File: config.mk
export PLATFORM = sky130hd
export DESIGN_NAME = enc_36_core_flat
export DESIGN_NICKNAME = d
export VERILOG_FILES = /design/src/rtl/enc_36_if.sv /design/src/rtl/enc_36_core.sv /design/src/flat_wrapper.sv
export SDC_FILE = /design/constraint.sdc
export NUM_CORES = 1
export LEC_CHECK = 0
export CAP_MARGIN = 25
export CORE_ASPECT_RATIO = 0.9
export CORE_MARGIN = 2
export CORE_UTILIZATION = 60
export CTS_CLUSTER_SIZE = 25
export DETAILED_ROUTE_END_ITERATION = 8
export MAX_ROUTING_LAYER = met4
export PLACE_DENSITY = 0.85
export REMOVE_ABC_BUFFERS = 1
export SETUP_SLACK_MARGIN = 0.1
export SYNTH_ARGS = -nofsm -noshare
export SYNTH_HDL_FRONTEND = slang
export SYNTH_SLANG_ARGS = --single-unit
File: constraint.sdc
create_clock -name clk -period 8.1 [get_ports clk]
set_input_delay 1.215 -clock clk [delete_from_list [all_inputs] [get_ports clk]]
set_output_delay 1.215 -clock clk [all_outputs]
set_load 0.03 [all_outputs]
File: src/rtl/enc_36_if.sv
// Start/done handshake and data bus shared by the 36-bit encrypt and decrypt cores.
interface enc_36_if;
    logic         encrypt_en;
    logic [35:0]  S_I;
    logic [143:0] keyin;
    logic [35:0]  S_j;
    logic         encr_done;
    logic         busy;
    logic [6:0]   round_no;

    modport master (
        output encrypt_en, S_I, keyin,
        input  S_j, encr_done, busy, round_no
    );

    modport slave (
        input  encrypt_en, S_I, keyin,
        output S_j, encr_done, busy, round_no
    );
endinterface

File: src/rtl/enc_36_core.sv
// Iterative 36-bit block encryptor, 144-bit key, one round per clock (two with ENC_UNROLL2_EN).
// Optional macro: ENC_UNROLL2_EN chains two round datapaths per cycle; N_ROUNDS must then be even.
module enc_36_core #(
    parameter int N_ROUNDS = 10
) (
    input  logic    clk,
    input  logic    rst,
    enc_36_if.slave bus
);

`ifdef ENC_UNROLL2_EN
    localparam int STEP = 2;
`else
    localparam int STEP = 1;
`endif

    // state | meaning
    // IDLE  | waiting for encrypt_en, latches S_I/keyin on start
    // LOAD  | whitening with rk(0)
    // ROUND | STEP rounds per cycle until round N_ROUNDS
    // DONE  | ciphertext valid, held while encrypt_en stays high
    typedef enum logic [1:0] {IDLE, LOAD, ROUND, DONE} state_t;

    state_t       st, st_nxt;
    logic [35:0]  s_reg;
    logic [35:0]  s_j_reg;
    logic [143:0] key_reg;
    logic [6:0]   rnd;
    logic [35:0]  round_a;
    logic [35:0]  round_next;
    logic         last_round;

    // Forward sbox9: an odd-multiplier affine map over GF(2)/Z_512, hence a bijection.
    function automatic logic [8:0] sbox9(input logic [8:0] x);
        logic [8:0] t;
        t = x ^ 9'h0A5;
        return t * 9'd301 + 9'd87;
    endfunction

    function automatic logic [35:0] rotl36(input logic [35:0] x, input logic [5:0] amt);
        return (x << amt) | (x >> (6'd36 - amt));
    endfunction

    function automatic logic [35:0] rk(input logic [143:0] k, input logic [6:0] r);
        logic [35:0] ksel;
        logic [5:0]  amt;
        case (r[1:0])
            2'd0:    ksel = k[35:0];
            2'd1:    ksel = k[71:36];
            2'd2:    ksel = k[107:72];
            default: ksel = k[143:108];
        endcase
        amt = 6'(r % 7'd36);
        return rotl36(ksel, amt) ^ {r, 29'b0};
    endfunction

    function automatic logic [35:0] round_fn(input logic [35:0] s, input logic [143:0] k,
                                             input logic [6:0] r);
        logic [35:0] t;
        t = {sbox9(s[35:27]), sbox9(s[26:18]), sbox9(s[17:9]), sbox9(s[8:0])};
        t = {t[26:0], t[35:27]};
        if (r != 7'(N_ROUNDS)) begin
            t = {t[35:27], t[26:18] ^ t[35:27], t[17:9] ^ t[26:18], t[8:0] ^ t[17:9]};
        end
        return t ^ rk(k, r);
    endfunction

    always_comb begin
        round_a = round_fn(s_reg, key_reg, rnd);
`ifdef ENC_UNROLL2_EN
        round_next = round_fn(round_a, key_reg, rnd + 7'd1);
`else
        round_next = round_a;
`endif
    end

    assign last_round = (rnd == 7'(N_ROUNDS - STEP + 1));

    always_ff @(posedge clk) begin
        if (rst) st <= IDLE;
        else     st <= st_nxt;
    end

    always_comb begin
        st_nxt = st;
        case (st)
            IDLE:    if (bus.encrypt_en) st_nxt = LOAD;
            LOAD:    st_nxt = ROUND;
            ROUND:   if (last_round) st_nxt = DONE;
            DONE:    if (!bus.encrypt_en) st_nxt = IDLE;
            default: st_nxt = IDLE;
        endcase
    end

    always_ff @(posedge clk) begin
        if (rst) begin
            s_reg   <= '0;
            s_j_reg <= '0;
            key_reg <= '0;
            rnd     <= '0;
        end else begin
            case (st)
                IDLE: begin
                    if (bus.encrypt_en) begin
                        s_reg   <= bus.S_I;
                        key_reg <= bus.keyin;
                    end
                end
                LOAD: begin
                    s_reg <= s_reg ^ rk(key_reg, 7'd0);
                    rnd   <= 7'd1;
                end
                ROUND: begin
                    s_reg <= round_next;
                    rnd   <= rnd + 7'(STEP);
                    if (last_round) s_j_reg <= round_next;
                end
                DONE: begin
                    if (!bus.encrypt_en) rnd <= '0;
                end
                default: ;
            endcase
        end
    end

    assign bus.S_j       = s_j_reg;
    assign bus.encr_done = (st == DONE);
    assign bus.busy      = (st == LOAD) || (st == ROUND);
    assign bus.round_no  = rnd;

endmodule

File: src/flat_wrapper.sv
// flat-port wrapper written by rule: the top's interface ports become plain ports
module enc_36_core_flat 
#(
    parameter int N_ROUNDS = 10
)
  (clk, rst, bus_encrypt_en, bus_S_I, bus_keyin, bus_S_j, bus_encr_done, bus_busy, bus_round_no);
  enc_36_if bus_i ();
  input  logic clk;
  input  logic rst;
  input wire logic [$bits(bus_i.encrypt_en)-1:0] bus_encrypt_en;
  input wire logic [$bits(bus_i.S_I)-1:0] bus_S_I;
  input wire logic [$bits(bus_i.keyin)-1:0] bus_keyin;
  output wire logic [$bits(bus_i.S_j)-1:0] bus_S_j;
  output wire logic [$bits(bus_i.encr_done)-1:0] bus_encr_done;
  output wire logic [$bits(bus_i.busy)-1:0] bus_busy;
  output wire logic [$bits(bus_i.round_no)-1:0] bus_round_no;
  assign bus_i.encrypt_en = bus_encrypt_en;
  assign bus_i.S_I = bus_S_I;
  assign bus_i.keyin = bus_keyin;
  assign bus_S_j = bus_i.S_j;
  assign bus_encr_done = bus_i.encr_done;
  assign bus_busy = bus_i.busy;
  assign bus_round_no = bus_i.round_no;
  enc_36_core #(.N_ROUNDS(N_ROUNDS)) u_core (.clk(clk), .rst(rst), .bus(bus_i));
endmodule
==> flow_summary_export.csv <==
group,metric,value,unit
global_routing,grt_pass1_wl,103000,µm
logic_synthesis,synth_fa_ha_area_share,10.2,%
timing,post-route-min-period,5.44,ns
logic_synthesis,post-synth-top-area-cell,"dfxtp_1",
critical_path,r2r_slack,2.66,ns
finish,largest_reg_flops,144,
critical_path,startpoint,"u_core.bus.round_no[0]",
logic_synthesis,netlist_area,0.0182,mm²
timing,max_freq,184,MHz
finish,area_growth_syn_to_layout,17.0,%
timing,period_share,67.2,%
finish,num-fill-cells,2319,
floorplanning,io_pins,228,
timing,slew_viol_final,0,
global_routing,grt_max_degree,94,
clocking,cts_tree,"done",
global_routing,grt_overflow_total,0,
floorplanning,die_x,188,µm
critical_path,path_common_cell,"buf_4",
critical_path,reg2reg_depth,14,
clocking,hold_buffers,0,
clocking,cts.repair.resized,0,
critical_path,cp-start-kind,"flop",
critical_path,slowest_delay,0.90,ns
floorplanning,die_h,169,µm
min_path,hp-class,"reg -> reg",
status,status,"completed",
drt,viasPerCell,6.72,
placed_design,gp_congestion,1.07,
critical_path,crit_type,"reg -> reg",
min_path,whs_endpoint,"u_core.key_reg[136]",
clocking,clk_path_buf_depth,3,
logic_synthesis,muxShareOfSynthArea,15.1,%
global_routing,first_global_vias,17600,
critical_path,cp.required,8.52,ns
timing,slew_headroom,34.3,%
floorplanning,coreArea,0.0299,mm²
placed_design,hpwl,50500,µm
drt,antenna_left,0,
timing,tightest_slew,0.986,ns
logic_synthesis,yosysSeqAreaShare,24.7,%
logic_synthesis,synth_cells,2204,
logic_synthesis,synth-async-reset-ratio,0,%
drt,drt_wl_total,67500,µm
logic_synthesis,synth.area.top_cells,"dfxtp_1 (25%), nand2_1 (8.4%), mux4_2 (8.0%)",
placed_design,io_buffers,227,
timing,finClkSkew,0.00805,ns
min_path,hold_start,"u_core.key_reg[136]",
clocking,numCtsBuffers,24,
critical_path,end_kind,"flop",
timing,rsz0062_at_grt,"no",
timing,fin_tns_setup,0,ns
floorplanning,rows,60,
job,drv_cap,0,
min_path,min_path_cells,2,
critical_path,cp_max_fo,45,
critical_path,cpMaxStageDelayCell,"a222oi_1",
clocking,root_buffer,"clkbuf_16",
logic_synthesis,synthXorXnorAreaFrac,7.64,%
critical_path,path_cells,"buf_4 -> inv_2 -> ha_1 -> buf_4 -> a222oi_1 -> a21oi_1 -> mux4_2 -> mux2i_1 -> nor3_1 -> a31oi_1 -> o22ai_1 -> xnor2_1 -> a221oi_1 -> a2111oi_1",
clocking,post_cts.repair.setup_buffers,0,
floorplanning,start_util,61.0,%
drt,firstDrtPassIters,8,
logic_synthesis,synth_top_family_by_area,"compound AO/OA/AOI/OAI gates",
floorplanning,die_area,0.0318,mm²
clocking,worstSkewPairLatency,0.54,ns
logic_synthesis,synth_top_area_share,24.7,%
logic_synthesis,yosys.cell_types.count,91,
critical_path,worst_ep_arrival_time,5.86,ns
drt,vias,18400,
logic_synthesis,ys_seq_elements,225,
timing,finalSetupViolCount,0,
global_routing,antenna_found_initial,0,
clocking,cts.sinks,225,
finish,layout-drive-gt1-share,8.55,%
global_routing,groute.usage.overall,42.7,%
drt,drc,0,
finish,nets,2637,
clocking,cts.reportedPaths.clkPinSlew,0.06,ns
logic_synthesis,synth.avg_cell_area,8.27,µm²
logic_synthesis,synth_compound_area_share,20.1,%
drt,drtIter0Drc,2692,
finish,final_util,71.4,%
critical_path,timing.rr.end,"u_core.s_reg[23]",
logic_synthesis,synth_edf_count,0,
drt,wl_per_cell,24.6,µm
timing,hold_viol,0,
clocking,htreeDepth,1,
logic_synthesis,yosys_warnings,0,
logic_synthesis,synth-simple-area-share,15.7,%
critical_path,r2r_start,"u_core.bus.round_no[0]",
logic_synthesis,synth_ff_type,"dfxtp_1",
cell type report:
type                       instances  area, µm²  share of cell area [%]
sequential                       225       4510                    21.1
tap                              403        504                    2.36
clock inverter                     9       52.6                   0.246
timing repair buffer             258       2530                    11.9
antenna                            1       2.50                  0.0117
clock buffer                      35        723                    3.39
inverter                         118        443                    2.08
multi-input combinational       1695      12600                    58.9
synth_stat cells, types with 8 or more instances:
cell        n
nand2_1   409
a21oi_1   231
dfxtp_1   225
inv_1     114
xnor2_1   105
ha_1      104
clkbuf_1  101
mux2i_1    94
nor2_1     90
o21ai_0    83
mux4_2     65
xor2_1     49
nor3_1     45
a222oi_1   41
nor2b_1    39
buf_2      37
nand3_1    31
fa_1       28
a211oi_1   25
a221oi_1   23
mux2_2     19
buf_1      16
o211ai_1   14
a21o_1     12
o22ai_1    12
and2_1      9
and3_1      9
a22oi_1     8
worst max-delay path: cells and delay by family (launching register included):
kind | cells | cell delay (ns)
AOI/OAI and AO/OA | 6 | 2.18
xor gates and xnor gates | 1 | 0.38
adders and majority gates | 1 | 0.39
buffers and inverters | 3 | 0.98
DFF | 1 | 0.35
muxes | 2 | 0.91
and+or+nand+nor | 1 | 0.07
metal layers:
layer	track usage, %	vias to the layer above	wire (µm)	part of all wire (%)
li1	-	8092	-	-
met4	16.6	0	3210	4.8
met3	7.30	246	7780	12
met5	-	-	0	0
met1	55.9	8815	26600	39
met2	66.4	1276	29900	44
through the flow:
stage	instance area, µm²	setup slack, ns	instances	hold slack [ns]
3_3_place_gp	20500	2.79	2697	0.442
5_1_grt	21300	2.43	2743	0.468
4_1_cts	21300	2.85	2742	0.455
3_5_place_dp	20500	2.84	2698	0.447
6_report	21300	2.66	2744	0.455
2_1_floorplan	17500	1.25	2038	0.430
placed cells by master (no fill, tap or decap), types with 8 or more instances in the layout:
master and n:
clkdlybuf4s50_1 226, and2_1 8, o211ai_1 14, inv_1 114, a221oi_1 23, nand3_1 31
o21ai_0 81, and3_1 9, o21ai_1 8, a211oi_1 25, buf_4 29, nor2_1 89
nand2_1 408, o22ai_1 12, clkbuf_16 25, xnor2_1 105, mux4_2 65, nor2b_1 38
nor3_1 45, a222oi_1 41, a21oi_1 230, mux2_2 19, mux2i_1 94, dfxtp_1 224
a22oi_1 8, a21o_1 12, xor2_1 49, ha_1 103, fa_1 28
cells by family (layout without fill, tap and decap cells):
kind of cell | Yosys count | in the layout
flops | 225 | 225
fa+ha+maj | 132 | 132
mux | 184 | 184
simple gates | 667 | 667
xor+xnor | 156 | 156
compound gates | 556 | 556
other cells | 0 | 1
buf+inv | 284 | 420
worst max path at each step:
stage,slack (ns),end
2_1_floorplan,1.25,u_core.s_reg[33]
3_3_place_gp,2.79,u_core.s_reg[9]
3_5_place_dp,2.84,u_core.s_reg[23]
4_1_cts,2.85,u_core.s_reg[23]
5_1_grt,2.43,u_core.s_reg[9]
6_report,2.66,u_core.s_reg[23]
Power is not shown: default switching activity piles up to over one toggle a cycle in this logic, so the estimate is an artifact.
